`src/rtl/datapath_sequencer_pkg.sv`:
```
// Shared types and encodings for the SimpleRISC datapath sequencer:
// FSM states, instruction classes, opcode/op fields and datapath control codes.
package sequencer_pkg;

  typedef enum logic [2:0] {
    S_WAIT,
    S_DECODE,
    S_LDA,
    S_LDB,
    S_EXEC,
    S_WB,
    S_WIMM
  } state_e;

  typedef enum logic [2:0] {
    CLS_MOVIMM,
    CLS_MOVREG,
    CLS_ALU,
    CLS_CMP,
    CLS_MVN,
    CLS_ILLEGAL
  } iclass_e;

  localparam logic [2:0] OPC_MOV   = 3'b110;
  localparam logic [2:0] OPC_ALU   = 3'b101;
  localparam logic [1:0] OP_MOVIMM = 2'b10;
  localparam logic [1:0] OP_MOVREG = 2'b00;

  localparam logic [1:0] VSEL_C     = 2'b00;
  localparam logic [1:0] VSEL_PC    = 2'b01;
  localparam logic [1:0] VSEL_IMM8  = 2'b10;
  localparam logic [1:0] VSEL_MDATA = 2'b11;

  localparam logic [1:0] ALU_ADD = 2'b00;
  localparam logic [1:0] ALU_CMP = 2'b01;
  localparam logic [1:0] ALU_AND = 2'b10;
  localparam logic [1:0] ALU_MVN = 2'b11;

endpackage

```
`src/rtl/datapath_sequencer_instr_decoder.sv`:
```
// Combinational decode of the instruction register: register fields,
// sign-extended immediates and the instruction class that steers the FSM.
module instr_decoder
  import sequencer_pkg::*;
(
  input  logic [15:0] ir,
  output logic [1:0]  op,
  output logic [2:0]  rn,
  output logic [2:0]  rd,
  output logic [2:0]  rm,
  output logic [1:0]  sh,
  output logic [15:0] sximm5,
  output logic [15:0] sximm8,
  output iclass_e     iclass
);

  logic [2:0] opcode;

  assign opcode = ir[15:13];
  assign op     = ir[12:11];
  assign rn     = ir[10:8];
  assign rd     = ir[7:5];
  assign sh     = ir[4:3];
  assign rm     = ir[2:0];
  assign sximm8 = {{8{ir[7]}}, ir[7:0]};
  assign sximm5 = {{11{ir[4]}}, ir[4:0]};

  always_comb begin
    iclass = CLS_ILLEGAL;
    if (opcode == OPC_MOV) begin
      if (op == OP_MOVIMM)      iclass = CLS_MOVIMM;
      else if (op == OP_MOVREG) iclass = CLS_MOVREG;
    end else if (opcode == OPC_ALU) begin
      case (op)
        ALU_CMP: iclass = CLS_CMP;
        ALU_MVN: iclass = CLS_MVN;
        default: iclass = CLS_ALU;
      endcase
    end
  end

endmodule

```
`src/rtl/datapath_sequencer.sv`:
```
// Moore FSM that walks the SimpleRISC datapath through one instruction at a
// time: operand loads, ALU execute and register writeback.
module datapath_sequencer
  import sequencer_pkg::*;
(
  input  logic        clk,
  input  logic        reset,
  input  logic        s,
  input  logic [15:0] instr,
  output logic        w,
  output logic        illegal,
  output logic [2:0]  readnum,
  output logic [2:0]  writenum,
  output logic        write,
  output logic        loada,
  output logic        loadb,
  output logic        loadc,
  output logic        loads,
  output logic        asel,
  output logic        bsel,
  output logic [1:0]  vsel,
  output logic [1:0]  shift,
  output logic [1:0]  ALUop,
  output logic [15:0] sximm5,
  output logic [15:0] sximm8
);

  state_e      state_q, state_d;
  logic [15:0] ir_q, ir_d;
  logic [1:0]  op, sh;
  logic [2:0]  rn, rd, rm;
  iclass_e     iclass;

  instr_decoder u_dec (
    .ir     (ir_q),
    .op     (op),
    .rn     (rn),
    .rd     (rd),
    .rm     (rm),
    .sh     (sh),
    .sximm5 (sximm5),
    .sximm8 (sximm8),
    .iclass (iclass)
  );

  always_ff @(posedge clk) begin
    if (reset) begin
      state_q <= S_WAIT;
      ir_q    <= 16'h0000;
    end else begin
      state_q <= state_d;
      ir_q    <= ir_d;
    end
  end

  always_comb begin
    state_d = state_q;
    ir_d    = ir_q;
    case (state_q)
      S_WAIT: if (s) begin
        ir_d    = instr;
        state_d = S_DECODE;
      end
      S_DECODE: begin
        case (iclass)
          CLS_MOVIMM:         state_d = S_WIMM;
          CLS_MOVREG, CLS_MVN: state_d = S_LDB;
          CLS_ALU, CLS_CMP:   state_d = S_LDA;
          default:            state_d = S_WAIT;
        endcase
      end
      S_LDA:  state_d = S_LDB;
      S_LDB:  state_d = S_EXEC;
      S_EXEC: state_d = (iclass == CLS_CMP) ? S_WAIT : S_WB;
      default: state_d = S_WAIT;
    endcase
  end

  always_comb begin
    w        = 1'b0;
    illegal  = 1'b0;
    readnum  = rn;
    writenum = rn;
    write    = 1'b0;
    loada    = 1'b0;
    loadb    = 1'b0;
    loadc    = 1'b0;
    loads    = 1'b0;
    asel     = 1'b0;
    bsel     = 1'b0;
    vsel     = VSEL_C;
    shift    = 2'b00;
    ALUop    = ALU_ADD;
    case (state_q)
      S_WAIT:   w = 1'b1;
      S_DECODE: illegal = (iclass == CLS_ILLEGAL);
      S_LDA:    loada = 1'b1;
      S_LDB: begin
        readnum = rm;
        loadb   = 1'b1;
      end
      S_EXEC: begin
        asel  = (iclass == CLS_MOVREG) || (iclass == CLS_MVN);
        shift = sh;
        ALUop = (iclass == CLS_MOVREG) ? ALU_ADD : op;
        if (iclass == CLS_CMP) loads = 1'b1;
        else                   loadc = 1'b1;
      end
      S_WB: begin
        writenum = rd;
        write    = 1'b1;
      end
      S_WIMM: begin
        vsel  = VSEL_IMM8;
        write = 1'b1;
      end
      default: ;
    endcase
    // Reset kills every strobe immediately so a reset landing in WB/WIMM never writes.
    if (reset) begin
      write   = 1'b0;
      loada   = 1'b0;
      loadb   = 1'b0;
      loadc   = 1'b0;
      loads   = 1'b0;
      illegal = 1'b0;
    end
  end

endmodule
```
`config.mk`:
```
export PLATFORM = sky130hd
export DESIGN_NAME = datapath_sequencer
export DESIGN_NICKNAME = d
export VERILOG_FILES = /design/src/rtl/datapath_sequencer_pkg.sv /design/src/rtl/datapath_sequencer_instr_decoder.sv /design/src/rtl/datapath_sequencer.sv
export SDC_FILE = /design/constraint.sdc
export NUM_CORES = 1
export LEC_CHECK = 0
export BUFFER_PORTS_ARGS = -buffer_cell sky130_fd_sc_hd__buf_2
export CAP_MARGIN = 25
export CORE_ASPECT_RATIO = 0.9
export CORE_UTILIZATION = 35
export CTS_BUF_LIST = sky130_fd_sc_hd__clkbuf_4
export DETAILED_ROUTE_END_ITERATION = 12
export GPL_ROUTABILITY_DRIVEN = 1
export PLACE_DENSITY = 0.66
export SYNTH_ARGS = -nofsm -noshare
export SYNTH_HDL_FRONTEND = slang
export SYNTH_SLANG_ARGS = --single-unit
```
`constraint.sdc`:
```
create_clock -name clk -period 2.5 [get_ports clk]
set_clock_uncertainty 0.05 [all_clocks]
set_input_delay 0 -clock clk [delete_from_list [all_inputs] [get_ports clk]]
set_output_delay 0 -clock clk [all_outputs]
set_load 0.03 [all_outputs]
```
**Word-level counts from Yosys, hierarchy flattened**

Cells that the tools add are included.

- Eq/ne operators: 17
- Muxes and demuxes: 31
- Reduce and logical (&&, ||, !) cells: 8

Operators with widths:

| kind | count |
|---|---|
| 2-to-1 mux 3 bit | 8 |
| equality test 3 bit (second input constant) | 7 |
| 2-to-1 mux 1 bit | 16 |
| one-hot mux 3 bit (5 select lines) | 1 |
| equality test 3 x 2 -> 1 bit (second input constant) | 4 |
| one-hot mux 3 bit (3 select lines) | 1 |
| 2-to-1 mux 2 bit | 4 |
| equality test 3 x 1 -> 1 bit (second input constant) | 2 |
| zero test 3 bit | 2 |
| one-hot mux 3 bit (2 select lines) | 1 |
| OR reduction 2 bit | 3 |
| equality test 2 bit (second input constant) | 2 |
| equality test 2 x 1 -> 1 bit (second input constant) | 1 |
| zero test 2 bit | 1 |
| inequality test 2 bit (second input constant) | 1 |
| AND reduction 2 bit | 1 |
| logical OR 1 bit | 1 |

- Flip-flop bits (word level): 19
- Bits of input ports: 19
- Output and inout bits: 53
- Logic and storage cells: 58

**Depth between registers and ports, before layout**

- Word-level depth: 8
- Depth in mapped cells: 5
- Gate-level depth less buffers: 3

**By module**

Synthesis repeated with hierarchy kept, for this count alone.

- Cell total of the unflattened synthesis: 187
- Area total of the unflattened synthesis: 1,425.1 µm²

Modules (own cells, without submodules):

| module | times used | cells an instance | area an instance (µm²) | sequential area each (µm²) |
|---|---|---|---|---|
| datapath_sequencer | 1 | 133 | 1,024.7 | 380.4 |
| instr_decoder | 1 | 54 | 400.4 | 0.0 |

**Least setup slack after synthesis**

Ideal clock, no wire load.

- Path kind: reg2reg
- From: register state_q[0]
- To: register state_q[1]
- Setup time: 70 ps
- Data arrival time: 1,537 ps
- Required time: 2,380 ps
- Setup slack: 843 ps
- Cell stages (with the launch flop): 5
- Path buffers: 1
- Clock period less this slack: 1,657 ps
- Cell sequence: dfxtp_1 > buf_2 > nand2b_1 > nor3_1 > o21bai_1

- Word-level cells in the longest chain between the ends: 2
- Elaborated cells between the ends (all ways): 7
- Classes of those cells: eq/ne (5); mux (1); reduce/logical (1)

Ends and longest elaborated chain:

| element | RTL line | RTL |
|---|---|---|
| from (decl) | datapath_sequencer.sv:28 | `state_e state_q, state_d;` |
| from (signal assigned) | datapath_sequencer.sv:51 | `state_q <= state_d;` |
| equality test 3 bit, or another cell as far along | datapath_sequencer.sv:59 | `case (state_q)` |
| one-hot mux 3 bit (5 select lines) or inequality test 2 bit (tied branches) | n/a |  |

Several ways; a longest one is shown, not always the timed one.
A chain may end at the register's enable or synchronous reset.

**Worst setup path after layout**

- From: register state_q[2]
- To: output loads

- Word-level cells in the longest chain between the ends: 3

Ends and longest elaborated chain:

| element | RTL line | RTL |
|---|---|---|
| equality test 3 bit | datapath_sequencer.sv:94 | `case (state_q)` |
| 2-to-1 mux 1 bit | datapath_sequencer.sv:94 |  |
| 2-to-1 mux 1 bit | datapath_sequencer.sv:120 | `if (reset) begin` |
| to (decl) | datapath_sequencer.sv:18 | `output logic loads,` |

Every way passes these cells.

==> flow_summary_export.csv <==
group,metric,value,unit
floorplanning,ios,72,
logic_synthesis,synth_seq_cells,19,
final_layout,fillers,370,
power,power.leakage,0.789,nW
drt,dr.pass1.iters,4,
floorplanning,start_util,37.0,%
final_layout,final_cell_mix,"buf_2 (69), nand2_1 (34), dfxtp_1 (19)",
setup_path,cp.arrival,1.81,ns
timing,slew_viol_final,0,
final_layout,drive_gt1_share,40.4,%
drt,vias,1154,
drt,drt_wl_total,2750,um
floorplanning,die_width,65.2,um
clock_network,numCtsBuffers,3,
timing,tightest_slew,0.826,ns
clock_network,clk_pin_slew,0.11,ns
placement,dp_hpwl,1960,um
timing,tns,0,ns
final_layout,antenna_cells,0,
logic_synthesis,postSynthAreaPerCell,7.87,um^2
global_routing,antenna_found_initial,0,
clock_network,clkLatencyLatePin,0.29,ns
global_routing,overflow,0,
floorplanning,core.rowCount,20,
logic_synthesis,netlist_area,0.00126,mm^2
global_routing,grt_pass1_wl,4360,um
logic_synthesis,ys_warn_count,0,
power,p_total,725,uW
timing,fmax,538,MHz
final_layout,area_growth,22.5,%
drt,viasPerCell,4.58,
placement,gp_congestion,0.797,
power,peakVddDrop,0.000425,V
setup_path,required,2.45,ns
min_path,hold_path.class,"in -> reg",
timing,setup_viol,0,
power,powerDensity,470,mW/mm^2
drt,drcViolationCount,0,
final_layout,mostFrequentLayoutCell,"buf_2",
status,status,"complete, no violations",
floorplanning,core,0.00340,mm^2
setup_path,crit_fanout,12,
global_routing,grt_pass1_vias,963,
placement,io_buffers,69,
run,max_cap_viol_count,0,
timing,min_period,1.86,ns
drt,postRouteAntennaNets,0,
drt,wl_per_cell,10.9,um
timing,hold_viol,0,
clock_network,cts_tree,"built",
floorplanning,die_h,58.9,um
logic_synthesis,synth_cells,160,
global_routing,grt_max_degree,24,
logic_synthesis,ys_types,33,
setup_path,worst_setup_path_end_kind,"output port",
setup_path,crit_path_start_kind,"flop",
clock_network,cts_num_sinks,19,
setup_path,critPathKind,"reg -> out",
timing,fin_crit_sh,74.4,%
timing,rsz0062_at_grt,"false",
global_routing,grt_usage,14.6,%
drt,drtIter0Drc,18,
clock_network,root_buffer,"clkbuf_4",
floorplanning,dieArea,0.00384,mm^2
clock_network,h-tree-depth,1,
clock_network,clk_path_buf_depth,2,
final_layout,layout.nets,228,
logic_synthesis,yosysSeqAreaShare,30.2,%
timing,maxSlewHeadroom,44.7,%
-- Yosys cell counts, drive strengths merged --
cell type   n  area share, %
and2        4            2.0
a31oi       2           0.99
nor2        4            1.2
or4b        1           0.79
nor4b       2            2.6
o211a       1           0.79
a21oi      16            6.4
nand3b      2            1.2
nand3       2           0.79
and4b       1           0.79
or2         1           0.50
nor2b       3            1.5
or4         1           0.60
nand2      34             10
or3         1           0.50
conb        1           0.30
dfxtp      19             30
nor4bb      1           0.79
inv         1           0.30
buf        40             24
o21bai      1           0.60
clkbuf      2           0.60
nor3        4            1.6
nor4        1           0.99
nand2b      2           0.99
o21ai       4            1.6
mux2        6            5.4
nor3b       2            1.6
and2b       1           0.60
-- per-layer routing --
| layer | GRT usage (%) | routed length, um | vias up | part of all wire (%) |
|---|---|---|---|---|
| li1 | - | - | 597 | - |
| met1 | 20.0 | 1340 | 508 | 49 |
| met2 | 23.4 | 1220 | 47 | 44 |
| met3 | 4.26 | 178 | 2 | 6.5 |
| met4 | 1.86 | 11 | 0 | 0.40 |
| met5 | 0 | 0 | - | 0 |
-- critical path, cell delays in order (launching register included) --
cell and delay (ns):
dfxtp_1 0.59, inv_2 0.09, or3_1 0.36, nor4_2 0.24, buf_2 0.23
-- metrics by stage --
step | util [%] | std cells | cell area, um^2 | setup slack (ns) | hold slack (ns)
after floorplan | - | 161 | 1260 | 0.843 | 0.0705
after global placement | 39.9 | 232 | 1360 | 0.856 | 0.196
after detailed placement | 39.9 | 232 | 1360 | 0.839 | 0.198
after CTS | 45.4 | 252 | 1540 | 0.643 | 0.0766
after global routing | 45.4 | 252 | 1540 | 0.522 | 0.0795
final | 45.4 | 252 | 1540 | 0.641 | 0.0857
-- sequential cells by signal (all words and copies together) (netlist names) --
name / count
ir_q: 16
state_q: 3
-- final cells by class --
type                       count  area [um^2]  share of cell area [%]
clock buffer                   3         22.5                    1.46
clock inverter                 1         5.00                   0.324
sequential                    19          380                    24.6
timing repair buffer          85          505                    32.7
inverter                       1         3.75                   0.243
tap                           44         55.1                    3.57
multi-input combinational     99          572                    37.0
-- timing repair --
| action | CTS | global route |
|---|---|---|
| resized for setup | 0 | 0 |
| setup buffers | 0 | 0 |
| endpoints found under the setup margin | 0 | 0 |
| hold buffers | 16 | 0 |
| hold endpoints to repair | 16 | 0 |
-- kinds of logic after synthesis --
| kind of cell | synth area share [%] |
|---|---|
| flip-flops | 30.2 |
| AO/OA/AOI/OAI | 10.3 |
| buffers and inverters | 24.7 |
| multiplexers | 5.36 |
| other | 0.298 |
| AND/OR/NAND/NOR | 29.1 |
-- worst paths after layout --
check	slack, ns	depth (start not counted)	from	end
setup / recovery	0.64	4	state_q[2]	loads
setup reg to reg	0.82	3	state_q[0]	ir_q[10]
hold reg to reg	0.44	2	ir_q[5]	ir_q[5]
hold / removal	0.09	2	reset	ir_q[14]
-- power breakdown --
group	internal (mW)	switching [mW]	leakage, nW
clock	0.0595	0.0929	0.0177
sequential	0.321	0.0238	0.156
combinational	0.0809	0.147	0.615
No activity file was read; power rests on OpenSTA's default activity.
